### src/rtl/seven_segment_scanner_pkg.sv
// rtl/seven_segment_scanner_pkg.sv - shared segment constants, slot states and digit-enable helpers
package seven_segment_scanner_pkg;

    // Segment patterns, bit order {g,f,e,d,c,b,a}, active-high
    localparam logic [6:0] SEG_0     = 7'b0111111;
    localparam logic [6:0] SEG_1     = 7'b0000110;
    localparam logic [6:0] SEG_2     = 7'b1011011;
    localparam logic [6:0] SEG_3     = 7'b1001111;
    localparam logic [6:0] SEG_4     = 7'b1100110;
    localparam logic [6:0] SEG_5     = 7'b1101101;
    localparam logic [6:0] SEG_6     = 7'b1111101;
    localparam logic [6:0] SEG_7     = 7'b0000111;
    localparam logic [6:0] SEG_8     = 7'b1111111;
    localparam logic [6:0] SEG_9     = 7'b1101111;
    localparam logic [6:0] SEG_A     = 7'b1110111;
    localparam logic [6:0] SEG_B     = 7'b1111100;
    localparam logic [6:0] SEG_C     = 7'b0111001;
    localparam logic [6:0] SEG_D     = 7'b1011110;
    localparam logic [6:0] SEG_E     = 7'b1111001;
    localparam logic [6:0] SEG_F     = 7'b1110001;
    localparam logic [6:0] SEG_BLANK = 7'b0000000;

    // Phase within one digit slot
    typedef enum logic {
        SLOT_GUARD = 1'b0,
        SLOT_DRIVE = 1'b1
    } slot_state_e;

    // Level that turns a digit enable on for the given polarity
    function automatic logic an_on(input logic active_low);
        return ~active_low;
    endfunction

    // Level that turns a digit enable off for the given polarity
    function automatic logic an_off(input logic active_low);
        return active_low;
    endfunction

endpackage

### src/rtl/seven_segment_scanner_decoder.sv
// rtl/seven_segment_scanner_decoder.sv - hex nibble to 7-segment decoder
module seven_segment_scanner_decoder
    import seven_segment_scanner_pkg::*;
(
    input  logic [3:0] bcd,
    output logic [6:0] seg
);

    // Full 16-entry hex lookup
    always_comb begin
        seg = SEG_BLANK;
        case (bcd)
            4'h0: seg = SEG_0;
            4'h1: seg = SEG_1;
            4'h2: seg = SEG_2;
            4'h3: seg = SEG_3;
            4'h4: seg = SEG_4;
            4'h5: seg = SEG_5;
            4'h6: seg = SEG_6;
            4'h7: seg = SEG_7;
            4'h8: seg = SEG_8;
            4'h9: seg = SEG_9;
            4'hA: seg = SEG_A;
            4'hB: seg = SEG_B;
            4'hC: seg = SEG_C;
            4'hD: seg = SEG_D;
            4'hE: seg = SEG_E;
            4'hF: seg = SEG_F;
            default: seg = SEG_BLANK;
        endcase
    end

endmodule

### src/rtl/seven_segment_scanner.sv
// rtl/seven_segment_scanner.sv - N-digit multiplexed 7-segment scanner; SEVEN_SEG_DECIMAL_POINT_EN adds dp_in/dp
module seven_segment_scanner
    import seven_segment_scanner_pkg::*;
#(
    parameter int NUM_DIGITS    = 4,
    parameter int REFRESH_DIV   = 50000,
    parameter int GUARD_CYCLES  = 500,
    parameter int AN_ACTIVE_LOW = 1
) (
    input  logic                    clk,
    input  logic                    reset,
    input  logic [4*NUM_DIGITS-1:0] value,
    input  logic                    value_valid,
    output logic                    value_ready,
    input  logic [NUM_DIGITS-1:0]   blank_mask,
    input  logic                    lzs_en,
`ifdef SEVEN_SEG_DECIMAL_POINT_EN
    input  logic [NUM_DIGITS-1:0]   dp_in,
    output logic                    dp,
`endif
    output logic [6:0]              seg,
    output logic [NUM_DIGITS-1:0]   an,
    output logic                    frame_done
);

    localparam int CW = (REFRESH_DIV > 1) ? $clog2(REFRESH_DIV) : 1;
    localparam int IW = $clog2(NUM_DIGITS);
    localparam int NW = 4 * NUM_DIGITS;
`ifdef SEVEN_SEG_DECIMAL_POINT_EN
    localparam int PW = NW + NUM_DIGITS;
`else
    localparam int PW = NW;
`endif
    localparam logic [CW-1:0] CNT_LAST  = CW'(REFRESH_DIV - 1);
    localparam logic [CW-1:0] CNT_GUARD = CW'(GUARD_CYCLES);
    localparam logic [IW-1:0] IDX_LAST  = IW'(NUM_DIGITS - 1);
    localparam logic          AN_ON_B   = an_on(AN_ACTIVE_LOW != 0);
    localparam logic          AN_OFF_B  = an_off(AN_ACTIVE_LOW != 0);
    localparam slot_state_e   STATE_RST = (GUARD_CYCLES > 0) ? SLOT_GUARD : SLOT_DRIVE;

    slot_state_e             state_q, state_d;
    logic [CW-1:0]           cnt_q, cnt_d;
    logic [IW-1:0]           idx_q, idx_d;
    logic [PW-1:0]           disp_q, disp_d;
    logic [PW-1:0]           pend_q, pend_d;
    logic                    full_q, full_d;
    logic [6:0]              seg_q, seg_d;
    logic [NUM_DIGITS-1:0]   an_q, an_d;
    logic                    frame_done_q, frame_done_d;
    logic [PW-1:0]           offer;
    logic [NW-1:0]           nibbles;
    logic [NUM_DIGITS-1:0]   dp_bits;
    logic [3:0]              nib;
    logic [6:0]              dec_seg;
    logic                    frame_end;
    logic                    suppress;
    logic                    dark;

    // The display word carries the dp bits above the nibbles so both move through one pending/display path
`ifdef SEVEN_SEG_DECIMAL_POINT_EN
    logic dp_q, dp_d;
    assign offer   = {dp_in, value};
    assign dp_bits = disp_q[PW-1:NW];
    assign dp      = dp_q;
`else
    assign offer   = value;
    assign dp_bits = '0;
`endif

    assign nibbles     = disp_q[NW-1:0];
    assign nib         = nibbles[4*idx_q +: 4];
    assign frame_end   = (cnt_q == CNT_LAST) && (idx_q == IDX_LAST);
    assign value_ready = ~full_q;
    assign seg         = seg_q;
    assign an          = an_q;
    assign frame_done  = frame_done_q;

    seven_segment_scanner_decoder u_decoder (
        .bcd (nib),
        .seg (dec_seg)
    );

    // Leading-zero suppression: current digit and everything above it are zero, and no dp asks for it
    assign suppress = lzs_en && (idx_q != '0) && ((nibbles >> {idx_q, 2'b00}) == '0) && !dp_bits[idx_q];
    assign dark     = blank_mask[idx_q] || suppress;

    // Slot/digit counters, next slot phase and the next registered output values
    always_comb begin
        cnt_d = cnt_q + 1'b1;
        idx_d = idx_q;
        if (cnt_q == CNT_LAST) begin
            cnt_d = '0;
            idx_d = (idx_q == IDX_LAST) ? '0 : idx_q + 1'b1;
        end
        state_d      = (cnt_d < CNT_GUARD) ? SLOT_GUARD : SLOT_DRIVE;
        frame_done_d = (cnt_d == CNT_LAST) && (idx_d == IDX_LAST);
        seg_d        = SEG_BLANK;
        an_d         = {NUM_DIGITS{AN_OFF_B}};
`ifdef SEVEN_SEG_DECIMAL_POINT_EN
        dp_d         = 1'b0;
`endif
        if (state_q == SLOT_DRIVE && !dark) begin
            seg_d        = dec_seg;
            an_d[idx_q]  = AN_ON_B;
`ifdef SEVEN_SEG_DECIMAL_POINT_EN
            dp_d         = dp_bits[idx_q];
`endif
        end
    end

    // Handshake into pending; pending (or a same-cycle offer) lands in the display only at frame end
    always_comb begin
        pend_d = pend_q;
        full_d = full_q;
        disp_d = disp_q;
        if (value_valid && !full_q) begin
            if (frame_end) begin
                disp_d = offer;
            end else begin
                pend_d = offer;
                full_d = 1'b1;
            end
        end else if (frame_end && full_q) begin
            disp_d = pend_q;
            full_d = 1'b0;
        end
    end

    // Slot phase register
    always_ff @(posedge clk) begin
        if (reset) begin
            state_q <= STATE_RST;
        end else begin
            state_q <= state_d;
        end
    end

    // Counters, value registers and output registers
    always_ff @(posedge clk) begin
        if (reset) begin
            cnt_q        <= '0;
            idx_q        <= '0;
            disp_q       <= '0;
            pend_q       <= '0;
            full_q       <= 1'b0;
            seg_q        <= SEG_BLANK;
            an_q         <= {NUM_DIGITS{AN_OFF_B}};
            frame_done_q <= 1'b0;
`ifdef SEVEN_SEG_DECIMAL_POINT_EN
            dp_q         <= 1'b0;
`endif
        end else begin
            cnt_q        <= cnt_d;
            idx_q        <= idx_d;
            disp_q       <= disp_d;
            pend_q       <= pend_d;
            full_q       <= full_d;
            seg_q        <= seg_d;
            an_q         <= an_d;
            frame_done_q <= frame_done_d;
`ifdef SEVEN_SEG_DECIMAL_POINT_EN
            dp_q         <= dp_d;
`endif
        end
    end

endmodule
### config.mk
export PLATFORM = sky130hd
export DESIGN_NAME = seven_segment_scanner
export DESIGN_NICKNAME = d
export VERILOG_FILES = /design/src/rtl/seven_segment_scanner_pkg.sv /design/src/rtl/seven_segment_scanner_decoder.sv /design/src/rtl/seven_segment_scanner.sv
export SDC_FILE = /design/constraint.sdc
export NUM_CORES = 1
export LEC_CHECK = 0
export BUFFER_PORTS_ARGS = -buffer_cell sky130_fd_sc_hd__buf_2
export CORE_UTILIZATION = 40
export DETAILED_ROUTE_END_ITERATION = 8
export SLEW_MARGIN = 40
export SYNTH_ARGS = -nofsm -noshare
export SYNTH_HDL_FRONTEND = slang
export SYNTH_SLANG_ARGS = --single-unit
### constraint.sdc
create_clock -name clk -period 5.8 [get_ports clk]
set_input_delay 1.16 -clock clk [delete_from_list [all_inputs] [get_ports clk]]
set_output_delay 1.16 -clock clk [all_outputs]
set_load 0.005 [all_outputs]
==> results.sh <==
export IMPL_ff2ff_setup_slack_ps=2730
export IMPL_cts_root_buf="clkbuf_8"
export IMPL_status="completed"
export IMPL_rsz0062_at_grt="no"
export IMPL_drt_total_wl_mm=6.38
export IMPL_cts_buffers=9
export IMPL_power_frac_clock_pct=42.4
export IMPL_fin_crit_ps=3070
export IMPL_dieArea_mm2=0.00826
export IMPL_fin_tns_setup_ps=0
export IMPL_dr_pass1_iters=6
export IMPL_routedWlPerCell_um=13.6
export IMPL_cp_data_arrival_time_ps=3240
export IMPL_grt_pass1_wl_mm=10.8
export IMPL_die_w_um=90.9
export IMPL_dp_hpwl_mm=4.59
export IMPL_min_from="pend_q[5]"
export IMPL_async_reset_ff_share_pct=0
export IMPL_grt_ovfl_total=0
export IMPL_synthTopCellsByCount="dfxtp_1, nor2_1, mux2i_1, a211oi_1, inv_1"
export IMPL_port_buffers=36
export IMPL_ys_warn_count=0
export IMPL_crit_type="reg -> reg"
export IMPL_holdPathStages=2
export IMPL_tightestPinTransition_ps=753
export IMPL_drtAntennaViolNets=0
export IMPL_design_area_mm2=0.00363
export IMPL_multi_input_area_mm2=0.00174
export IMPL_drc_errors=0
export IMPL_hold_buffers=0
export IMPL_cts_tree="yes"
export IMPL_insertedDiodeCount=0
export IMPL_r2r_cells=8
export IMPL_fin_crit_sh_pct=52.9
export IMPL_htree_levels=3
export IMPL_static_leakage_power_nw=1.39
export IMPL_grt_pass1_vias=2248
export IMPL_ioPinCount=37
export IMPL_synth_seq_cells=64
export IMPL_power_density_mw_per_mm2=246
export IMPL_drv_cap=0
export IMPL_placementRows=32
export IMPL_syn_area_mm2=0.00316
export IMPL_p_sw_share_pct=24.4
export IMPL_num_vias=2400
export IMPL_syn_nets=367
export IMPL_synth_top_area_share_pct=40.6
export IMPL_maxSlewViolCount=0
export IMPL_grt_max_degree=44
export IMPL_clk_path_buf_depth=2
export IMPL_crit_slowest_cell="dfxtp_1"
export IMPL_path_buf_inv=2
export IMPL_drt_iter0_drc=148
export IMPL_clock_skew_final_ps=8.18
export IMPL_vias_per_cell=5.11
export IMPL_crit_path_frequent_cell="inv_1"
export IMPL_whs_endpoint="pend_q[5]"
export IMPL_cp_max_fo=13
export IMPL_n_fill_cell=777
export IMPL_coreArea_mm2=0.00769
export IMPL_die_h_um=90.9
export IMPL_max_slew_margin_pct=49.4
export IMPL_ys_seq_area_share_pct=40.6
export IMPL_clkSinkCount=64
export IMPL_yosysMostFrequentCell="dfxtp_1"
export IMPL_start_util_pct=41.1
export IMPL_peakVddDrop_v=0.000118
export IMPL_required_ps=5970
export IMPL_cts_setup_buffers=0
export IMPL_r2r_start="idx_q[0]"
export IMPL_switchingPower_uw=217
export IMPL_rr_endpoint="seg[2]"
export IMPL_hold_path_class="reg -> reg"
export IMPL_syn_to_final_growth_pct=14.9
export IMPL_cts_resized=0
export IMPL_fmax_mhz=326
export IMPL_internal_power_uw=674
export IMPL_worstSetupEndpointType="flip-flop"
export IMPL_hold_viol=0
export IMPL_p_seq_share_pct=51.3
export IMPL_clk_latency_ps=330
export IMPL_synthTopCellsByArea="dfxtp_1, mux2i_1, nor2_1"
export IMPL_critical_path_top_delay_family="compound AO/OA/AOI/OAI gates"
export IMPL_synth_top_cell_by_area="dfxtp_1"
export IMPL_place_congestion=0.831
export IMPL_regArea_mm2=0.00128
export IMPL_synthCells=332
export IMPL_grt_antenna_before_repair=0
export IMPL_drive_gt1_share_pct=19.8
export IMPL_crit_path_max_incr_delay_ps=740
export IMPL_synth_edf_count=0
export IMPL_synth_cell_types=49
export IMPL_pwr_share_comb_pct=6.3
export IMPL_placed_area_mm2=0.00341
export IMPL_yosys_most_used_dff="dfxtp_1"
export IMPL_avgSynthCellArea_um2=9.52
export IMPL_start_kind="flip-flop"
export IMPL_nNetsFinal=398
export IMPL_cts_clk_slew_worst_paths_ps=70
export IMPL_grt_usage_pct=16.4
export IMPL_setup_viol=0
export IMPL_fin_total_pwr_uw=891
export IMPL_path_cells="mux4_2, inv_1, ha_1, inv_1, nor4_1, nand2_1, o31ai_1, a221oi_1"
worst max-delay path by stage:
stage / to / cells after the start / slack (ps) / startpoint
3_3_place_gp: pend_q[6] / 5 / 2330 / value_valid
2_1_floorplan: seg[1] / 9 / 3270 / idx_q[0]
4_1_cts: seg[1] / 8 / 2760 / idx_q[0]
6_report: seg[2] / 8 / 2730 / idx_q[0]
5_1_grt: seg[1] / 8 / 2400 / idx_q[0]
3_5_place_dp: seg[1] / 8 / 2780 / idx_q[0]
cell usage in the layout, fill, tap and decap left out, types with 3 or more instances in the layout:
cell and instances:
nor4_1 4, nor2_1 60, xor2_1 3, buf_2 36, clkinvlp_4 3, a221oi_1 4, and2_1 4, mux4_2 6
clkbuf_8 9, a211oi_1 17, nor2b_1 3, nand3_1 6, xnor2_1 11, inv_1 16, nand4_1 3, dfxtp_1 64
nor3_1 8, a21oi_1 6, ha_1 11, mux2i_1 34, o21ai_0 5, nand2_1 12
cell type report:
type / count / area share, %
clock buffers: 9 / 3.41
flip-flops and latches: 64 / 35.3
inverters: 16 / 1.66
multi-input cells: 233 / 48.0
well taps: 102 / 3.52
repair buffers: 39 / 6.14
clock inverters: 7 / 1.97
layer usage:
layer / track usage [%] / wire length, um
met5: 0 / 0
met2: 24.1 / 2820
met4: 4.23 / 25
met3: 4.38 / 275
met1: 23.6 / 3260
sequential cells by signal, indices dropped and copies added (netlist names):
name        cells
cnt_q          16
disp_q         16
pend_q         16
seg             7
an              4
idx_q           2
frame_done      1
full_q          1
state_q         1
power by group through the flow:
stage | logic (mW) | clock network [mW] | registers (mW)
6_report | 0.0565 | 0.378 | 0.457
5_1_grt | 0.0626 | 0.413 | 0.458
4_1_cts | 0.0552 | 0.390 | 0.457
3_5_place_dp | 0.0549 | 0 | 0.467
3_3_place_gp | 0.0538 | 0 | 0.467
2_1_floorplan | 0.0422 | 0 | 0.463
worst min-delay path, stage by stage (launching register included):
cell     delay [ps]
dfxtp_1         330
mux2i_1          60
nor2_1           70
cells by family after synthesis:
family          count (synthesis)  synth area share, %
compound gates                 47                 10.8
fa+ha+maj                      11                 4.36
buf+inv                        35                 4.87
xor+xnor                       14                 3.88
mux                            40                 15.0
simple gates                  121                 20.5
flops                          64                 40.6
metrics by stage:
stage | worst slack [ps] | hold WS (ps) | instances | util [%]
after floorplan | 3270 | 460 | 332 | -
after global placement | 2330 | 472 | 453 | 44.2
after detailed placement | 2780 | 482 | 453 | 44.3
after CTS | 2760 | 501 | 469 | 46.8
after global routing | 2400 | 522 | 470 | 47.2
final | 2730 | 497 | 470 | 47.2
(Power assumes the default switching activity.)
